**config.mk**
```make
export PLATFORM = sky130hd
export DESIGN_NAME = freq_meas_ctrl
export DESIGN_NICKNAME = d
export VERILOG_FILES = /design/src/rtl/freq_meas_ctrl.sv
export SDC_FILE = /design/constraint.sdc
export NUM_CORES = 1
export LEC_CHECK = 0
export CAP_MARGIN = 20
export CORE_UTILIZATION = 53
export CTS_BUF_LIST = sky130_fd_sc_hd__clkbuf_8 sky130_fd_sc_hd__clkbuf_16
export CTS_CLUSTER_DIAMETER = 200
export DETAILED_ROUTE_END_ITERATION = 16
export PLACE_DENSITY = 0.75
export SETUP_SLACK_MARGIN = 0.05
export SLEW_MARGIN = 15
export SYNTH_ARGS = -nofsm -noshare
export SYNTH_HDL_FRONTEND = slang
export SYNTH_SLANG_ARGS = --single-unit
```
**constraint.sdc**
```tcl
create_clock -name clk -period 1.8 [get_ports clk]
set_input_delay 0.18 -clock clk [delete_from_list [all_inputs] [get_ports clk]]
set_output_delay 0.18 -clock clk [all_outputs]
set_load 0.05 [all_outputs]
```
**src/rtl/freq_meas_ctrl.sv**
```systemverilog
// freq_meas_ctrl: gate/clear/latch sequencer for a BCD frequency counter.
// Optional FREQ_AUTORANGE_EN: continuous-mode range step-down on overflow.
module freq_meas_ctrl #(
    parameter int GATE_BASE   = 100000,
    parameter int HOLD_CYCLES = 1000
) (
    input  logic       clk,
    input  logic       reset,
    input  logic       sig_in,
    input  logic       start,
    input  logic       cont,
    input  logic [1:0] gate_sel,
    input  logic       carry_in,
    output logic       cnt_pulse,
    output logic       cnt_clr,
    output logic       latch,
    output logic       gate,
    output logic       busy,
    output logic       done,
    output logic       overflow,
    output logic [1:0] gate_sel_q
);
    localparam int CW = $clog2(GATE_BASE * 1000 + 1);
    localparam int HW = $clog2(HOLD_CYCLES + 1);

    localparam logic [CW-1:0] LEN0 = CW'(GATE_BASE - 1);
    localparam logic [CW-1:0] LEN1 = CW'(GATE_BASE * 10 - 1);
    localparam logic [CW-1:0] LEN2 = CW'(GATE_BASE * 100 - 1);
    localparam logic [CW-1:0] LEN3 = CW'(GATE_BASE * 1000 - 1);

    localparam logic [2:0] S_IDLE  = 3'd0;
    localparam logic [2:0] S_CLEAR = 3'd1;
    localparam logic [2:0] S_GATE  = 3'd2;
    localparam logic [2:0] S_LATCH = 3'd3;
    localparam logic [2:0] S_DONE  = 3'd4;
    localparam logic [2:0] S_HOLD  = 3'd5;

    logic [2:0]    r_state;
    logic [CW-1:0] r_cnt;
    logic [HW-1:0] r_hold;
    logic          r_ovf;
    logic [1:0]    r_selq;
    logic          r_s1;
    logic          r_s2;
    logic          r_s3;
    logic          w_edge;
    logic          w_gate;
    logic [1:0]    w_sel_next;
    logic [CW-1:0] w_len;

    // Two-flop synchroniser plus delay flop for rising-edge detection
    always_ff @(posedge clk) begin
        if (!reset) begin
            r_s1 <= 1'b0;
            r_s2 <= 1'b0;
            r_s3 <= 1'b0;
        end else begin
            r_s1 <= sig_in;
            r_s2 <= r_s1;
            r_s3 <= r_s2;
        end
    end

    assign w_edge = r_s2 & ~r_s3;

`ifdef FREQ_AUTORANGE_EN
    logic       r_auto_vld;
    logic [1:0] r_auto_sel;

    // Step the range down after an overflowing continuous measurement
    always_ff @(posedge clk) begin
        if (!reset) begin
            r_auto_vld <= 1'b0;
            r_auto_sel <= 2'd0;
        end else if (!cont) begin
            r_auto_vld <= 1'b0;
        end else if (r_state == S_DONE && r_ovf) begin
            r_auto_vld <= 1'b1;
            r_auto_sel <= (r_selq != 2'd0) ? r_selq - 2'd1 : 2'd0;
        end
    end

    assign w_sel_next = r_auto_vld ? r_auto_sel : gate_sel;
`else
    assign w_sel_next = gate_sel;
`endif

    // Gate counter preload (length minus one) for the range being captured
    always_comb begin
        w_len = LEN0;
        case (w_sel_next)
            2'd0: w_len = LEN0;
            2'd1: w_len = LEN1;
            2'd2: w_len = LEN2;
            2'd3: w_len = LEN3;
        endcase
    end

    // Measurement sequencer: clear, gate, latch, done, hold
    always_ff @(posedge clk) begin
        if (!reset) begin
            r_state <= S_IDLE;
            r_cnt   <= '0;
            r_hold  <= '0;
            r_ovf   <= 1'b0;
            r_selq  <= 2'd0;
        end else begin
            case (r_state)
                S_IDLE: begin
                    if (start | cont) r_state <= S_CLEAR;
                end
                S_CLEAR: begin
                    r_selq  <= w_sel_next;
                    r_ovf   <= 1'b0;
                    r_cnt   <= w_len;
                    r_state <= S_GATE;
                end
                S_GATE: begin
                    if (carry_in) r_ovf <= 1'b1;
                    if (r_cnt == '0) r_state <= S_LATCH;
                    else r_cnt <= r_cnt - 1'b1;
                end
                S_LATCH: begin
                    if (carry_in) r_ovf <= 1'b1;
                    r_state <= S_DONE;
                end
                S_DONE: begin
                    r_hold  <= HW'(HOLD_CYCLES - 1);
                    r_state <= S_HOLD;
                end
                S_HOLD: begin
                    if (r_hold == '0) r_state <= cont ? S_CLEAR : S_IDLE;
                    else r_hold <= r_hold - 1'b1;
                end
                default: r_state <= S_IDLE;
            endcase
        end
    end

    assign w_gate     = (r_state == S_GATE);
    assign gate       = w_gate;
    assign cnt_pulse  = w_edge & w_gate;
    assign cnt_clr    = (r_state == S_CLEAR);
    assign latch      = (r_state == S_LATCH);
    assign done       = (r_state == S_DONE);
    assign busy       = (r_state != S_IDLE);
    assign overflow   = r_ovf;
    assign gate_sel_q = r_selq;

endmodule

```
==> impl.org, run 1 <==
** Yosys
- Top cell type by total area after synthesis :: dfxtp_1
- Syn Std Cell Area :: approximately 2700 sq um
- In the synthesized netlist the dominant register cell turns out to be dfxtp_1.
- Dominant cells by area after synthesis :: dfxtp_1 (34%), a21oi_1 (6.5%), ha_1 (4.7%)
- Yosys mapped a number of flops with a built-in enable equal to 0.
- The netlist uses 54 different library cells.
- The synthesized design contains 46 register bits.
- When the netlist entered floorplanning its net count stood at approximately 350.
- After synthesis, the mean cell area works out to about 8.2 sq um.
- For this run, asynchronously set or reset flops after synthesis account for 0%.
- Share of the synthesized area in the top cell type :: roughly a third
- The Yosys step of the flow raised 0 warnings.
- The share of the Yosys chip area taken by registers is between 30 and 40%.
- In the synthesized netlist, the number of instances is about 330.

** STA
- Number of slew-limit violations in the final report :: 0
- Final setup slack of the worst path :: -0.2473 ns
- On the final layout, the worst clock skew is ~0.011 ns.
- Final hold violation count :: 0
- Headroom to the max-slew limit came out at 65.68%.
- Final-report setup violation count :: 27
- The worst path in the final design needs a cycle of 2.047 ns, including I/O delays and setup.
- After layout, the worst path uses 113.7% of the clock period.
- At the pin with the least slew margin, the transition time is 0.5132 ns.
- RSZ-0062 raised after global routing :: true
- Maximum operating frequency :: approximately 0.49 GHz

** CTS
- TritonCTS built the clock tree.
- In this run, CTS created clock tree buffers numbering 5.
- Clock-pin slew was measured on the worst setup and hold paths at ~0.10 ns.
- Buffer depth of the longest clock path :: 2
- The tree built by TritonCTS fans out to 46 sinks.
- Root buffer selected by CTS :: clkbuf_8
- The clock reaches the later pin of the worst-skew pair after ~0.31 ns.
- In this run the number of H-tree levels came out at 2.

** Placed design
- At the end of routability-driven placement, the weighted congestion stood at about 0.85.
- Quantity of I/O buffers inserted on ports :: 16
- Worst slack after detailed placement :: -0.1736 ns
- The wire-length estimate of the detail-placed layout is 5425 um.
- Standard cell area after detailed placement :: approximately 3500 sq um

** Power
- The internal power of the cells totals approximately 4000 uW.
- VDD sags by at most between 1 and 1.5 mV.
- Net switching is 44.92% of the power.
- Fraction of power consumed by combinational cells :: 68.4%
- Net switching power :: approximately 3200 uW
- The clock network is responsible for a little under a tenth of the overall power.
- Power spread over the standard cell area amounts to roughly 1800 nW/um^2.
- Summed over all cells, the static leakage comes to roughly 0.0016 uW.
- Sequential share of power :: 22.0%

** Setup path
- The critical path starts at r_cnt[22]$_SDFFE_PN0P_.
- Type of the worst setup path :: reg -> reg
- Walking the worst path, the cells encountered are or3_4, or3_4, o31ai_4, buf_12, buf_12, nand2_4, o211a_1.
- Crit-path max cell delay :: ~0.38 ns
- CP bufs+invs :: 2
- STA puts the critical path data arrival time at 2.27 ns.
- Cell type group with the largest total delay on the critical path :: simple AND/OR/NAND/NOR gates
- STA classifies the critical path startpoint as a flip-flop.
- Critical Path End Type :: flip-flop
- The largest individual stage delay along the critical path comes from the cell or3_4.
- In this run the register-to-register setup slack is -0.25 ns.
- For the worst setup path, the data required time is slightly above 2 ns.
- R2R Path Start :: r_cnt[22]$_SDFFE_PN0P_
- Highest net fanout along the worst path :: 13

** Die
- Count of boundary I/O pins :: 17
- In this run the standard cell core region covers approximately 4800 sq um.
- The floorplan step set the die height to between 70 and 80 um.
- Chip Width :: between 70 and 80 um
- The floorplan step defined a die boundary enclosing ~5400 sq um.
- The floorplan has 25 rows.
- Initial standard-cell utilization of the core :: around 56%

** Finish
- After routing the design area is ~3900 sq um.
- Compared with the post-synthesis result, the final layout area differs by 44.60%.
- Leaving out fill and tap cells, the most frequent cell in the layout is buf_4.
- The post-route netlist has 38.11% of its cells at a drive strength greater than 1.
- 0 antenna diodes ended up in the layout.
- The top cell types in the final layout, fill and taps aside, are buf_4 (74), dfxtp_1 (37), a21oi_1 (32).
- The final layout contains between 400 and 500 nets.

** Routing
- In this run the remaining antenna-violating nets after routing total 0.
- For this block, the routed nets add up to about 8100 um of wire.
- In the final routed layout, each cell accounts on average for 16.92 um.
- Detailed routing inserted a total of slightly below 3000 vias.
- Initial detailed-routing violation count :: about 160
- In the routed design, unresolved DRC markers number 0.
- The first detailed-routing pass took 4 iterations.
- In the routed layout, each cell is associated on average with a via count of 6.069.

** Outcome
- Violated checks :: negative setup slack
- The flow ran to the end, but the final reports show violations.

** Global routing
- The first global-routing pass estimated roughly 13000 um of wire.
- The total overflow left after global routing is 0.
- Tot GR Track Use :: between 30 and 40%
- Entering global routing, the biggest net connects 24 pins.
- Antenna violations before repair :: 0
- Number of global-route vias before repair :: 2855

** Worst hold path
- Worst hold path type :: reg -> reg
- Launch instance of the worst min-delay path :: r_s1$_SDFF_PN0_

** Run
- Max-cap violations in this run came to 0.
kinds of logic after synthesis:
kind of cell | count (synthesis) | synth area share (%)
xor gates and xnor gates | 9 | 2.933
buffers and inverters | 41 | 6.704
adders and majority gates | 10 | 4.655
AOI/OAI and AO/OA | 97 | 25.75
and+or+nand+nor | 125 | 25.70
DFF | 46 | 34.26
power by group through the flow:
| stage | Clock (uW) | Sequential (uW) | Combinational [uW] |
|---|---|---|---|
| 5_1_grt | 736 | 1590 | 5140 |
| 3_3_place_gp | 0 | 1530 | 3940 |
| 2_1_floorplan | 0 | 1640 | 2320 |
| 4_1_cts | 689 | 1530 | 4440 |
| 3_5_place_dp | 0 | 1540 | 4050 |
| 6_report | 677 | 1560 | 4850 |
through the flow:
step | power, uW | instances | setup TNS [ns] | utilization, % | hold slack [ns]
final | 7083 | 479 | -4.106 | 81.20 | 0.4479
after global routing | 7468 | 479 | -5.801 | 81.20 | 0.4612
after CTS | 6659 | 471 | -3.177 | 78.20 | 0.4498
after detailed placement | 5591 | 460 | -2.766 | 72.76 | 0.4312
after global placement | 5472 | 460 | -1.807 | 72.76 | 0.4192
after floorplan | 3961 | 328 | -0.5208 | - | 0.3073
cells in the mapped netlist (2+ instances only):
cell type and number:
ha_1 10, nor3_1 20, clkbuf_1 12, buf_2 6, o32ai_1 9, nor2b_1 3
a41oi_1 3, and2_1 7, xor2_1 8, nand3_1 5, a21oi_1 35, o211a_1 2
o2111ai_1 2, or3_1 7, and4_1 5, a32oi_1 2, nand4_1 5, o21ai_0 3
nand2_1 27, a211oi_1 6, o311ai_0 3, buf_6 2, a311oi_1 4, nand3b_1 3
or3_4 2, dfxtp_1 46, nor4_4 2, a31oi_1 14, nand2b_1 3, o22ai_1 2
a31o_2 2, inv_1 19, nor2_1 28
area by class of cell:
type	instances	area [sq um]
Clock buffer	5	68.82
Clock inverter	3	25.02
Fill cell	325	899.6
Inverter	20	75.07
Multi-Input combinational cell	241	1814
Sequential cell	46	934.6
Tap cell	67	83.83
Timing Repair Buffer	97	884.6
per-layer routing:
layer	vias to the layer above	wire [um]	track usage (%)
li1	1378	-	-
met1	1401	3251	36.34
met2	102	4168	55.35
met3	26	442	5.387
met4	0	243	14.60
met5	-	0	0
final timing paths:
| kind | cells past startpoint | end |
|---|---|---|
| setup / recovery | 7 | r_cnt[12]$_SDFFE_PN0P_ |
| hold / removal | 1 | r_s2$_SDFF_PN0_ |
| setup reg to reg | 7 | r_cnt[12]$_SDFFE_PN0P_ |
| hold reg to reg | 1 | r_s2$_SDFF_PN0_ |
state kept, by name, indices dropped and copies added, names as in the netlist:
| register | flops |
|---|---|
| r_cnt | 27 |
| gate_sel_q | 2 |
| r_hold | 10 |
| overflow | 1 |
| r_state | 3 |
| r_s1 | 1 |
| r_s3 | 1 |
| r_s2 | 1 |
timing repair:
action | 4_1_cts | 5_1_grt
hold buffers | 0 | 0
gates resized for setup | 30 | 28
endpoints found under the setup margin | 32 | 37
pin swaps | 9 | 9
buffers inserted | 3 | 8
worst register-to-register path, stage by stage (launching register included):
cell and delay (ns):
dfxtp_2 0.33, or3_4 0.38, or3_4 0.37, o31ai_4 0.31, buf_12 0.18, buf_12 0.13, nand2_4 0.06, o211a_1 0.20
No activity file was read; power rests on OpenSTA's default activity.
==> run 2, diff against run 1 <==
--- a/config.mk
+++ b/config.mk
@@ -10,6 +10,7 @@
 export CTS_BUF_LIST = sky130_fd_sc_hd__clkbuf_8 sky130_fd_sc_hd__clkbuf_16
 export CTS_CLUSTER_DIAMETER = 200
 export DETAILED_ROUTE_END_ITERATION = 16
+export HOLD_SLACK_MARGIN = 0.02
 export PLACE_DENSITY = 0.75
 export SETUP_SLACK_MARGIN = 0.05
 export SLEW_MARGIN = 15
==> results of run 2 <==
Final layout, timing and power as in run 1 (identical DEF).
==> run 3, diff against run 2 <==
--- a/config.mk
+++ b/config.mk
@@ -7,7 +7,6 @@
 export LEC_CHECK = 0
 export CAP_MARGIN = 20
 export CORE_UTILIZATION = 53
-export CTS_BUF_LIST = sky130_fd_sc_hd__clkbuf_8 sky130_fd_sc_hd__clkbuf_16
 export CTS_CLUSTER_DIAMETER = 200
 export DETAILED_ROUTE_END_ITERATION = 16
 export HOLD_SLACK_MARGIN = 0.02
==> results of run 3 <==
Final layout, timing and power as in run 1 (identical DEF).
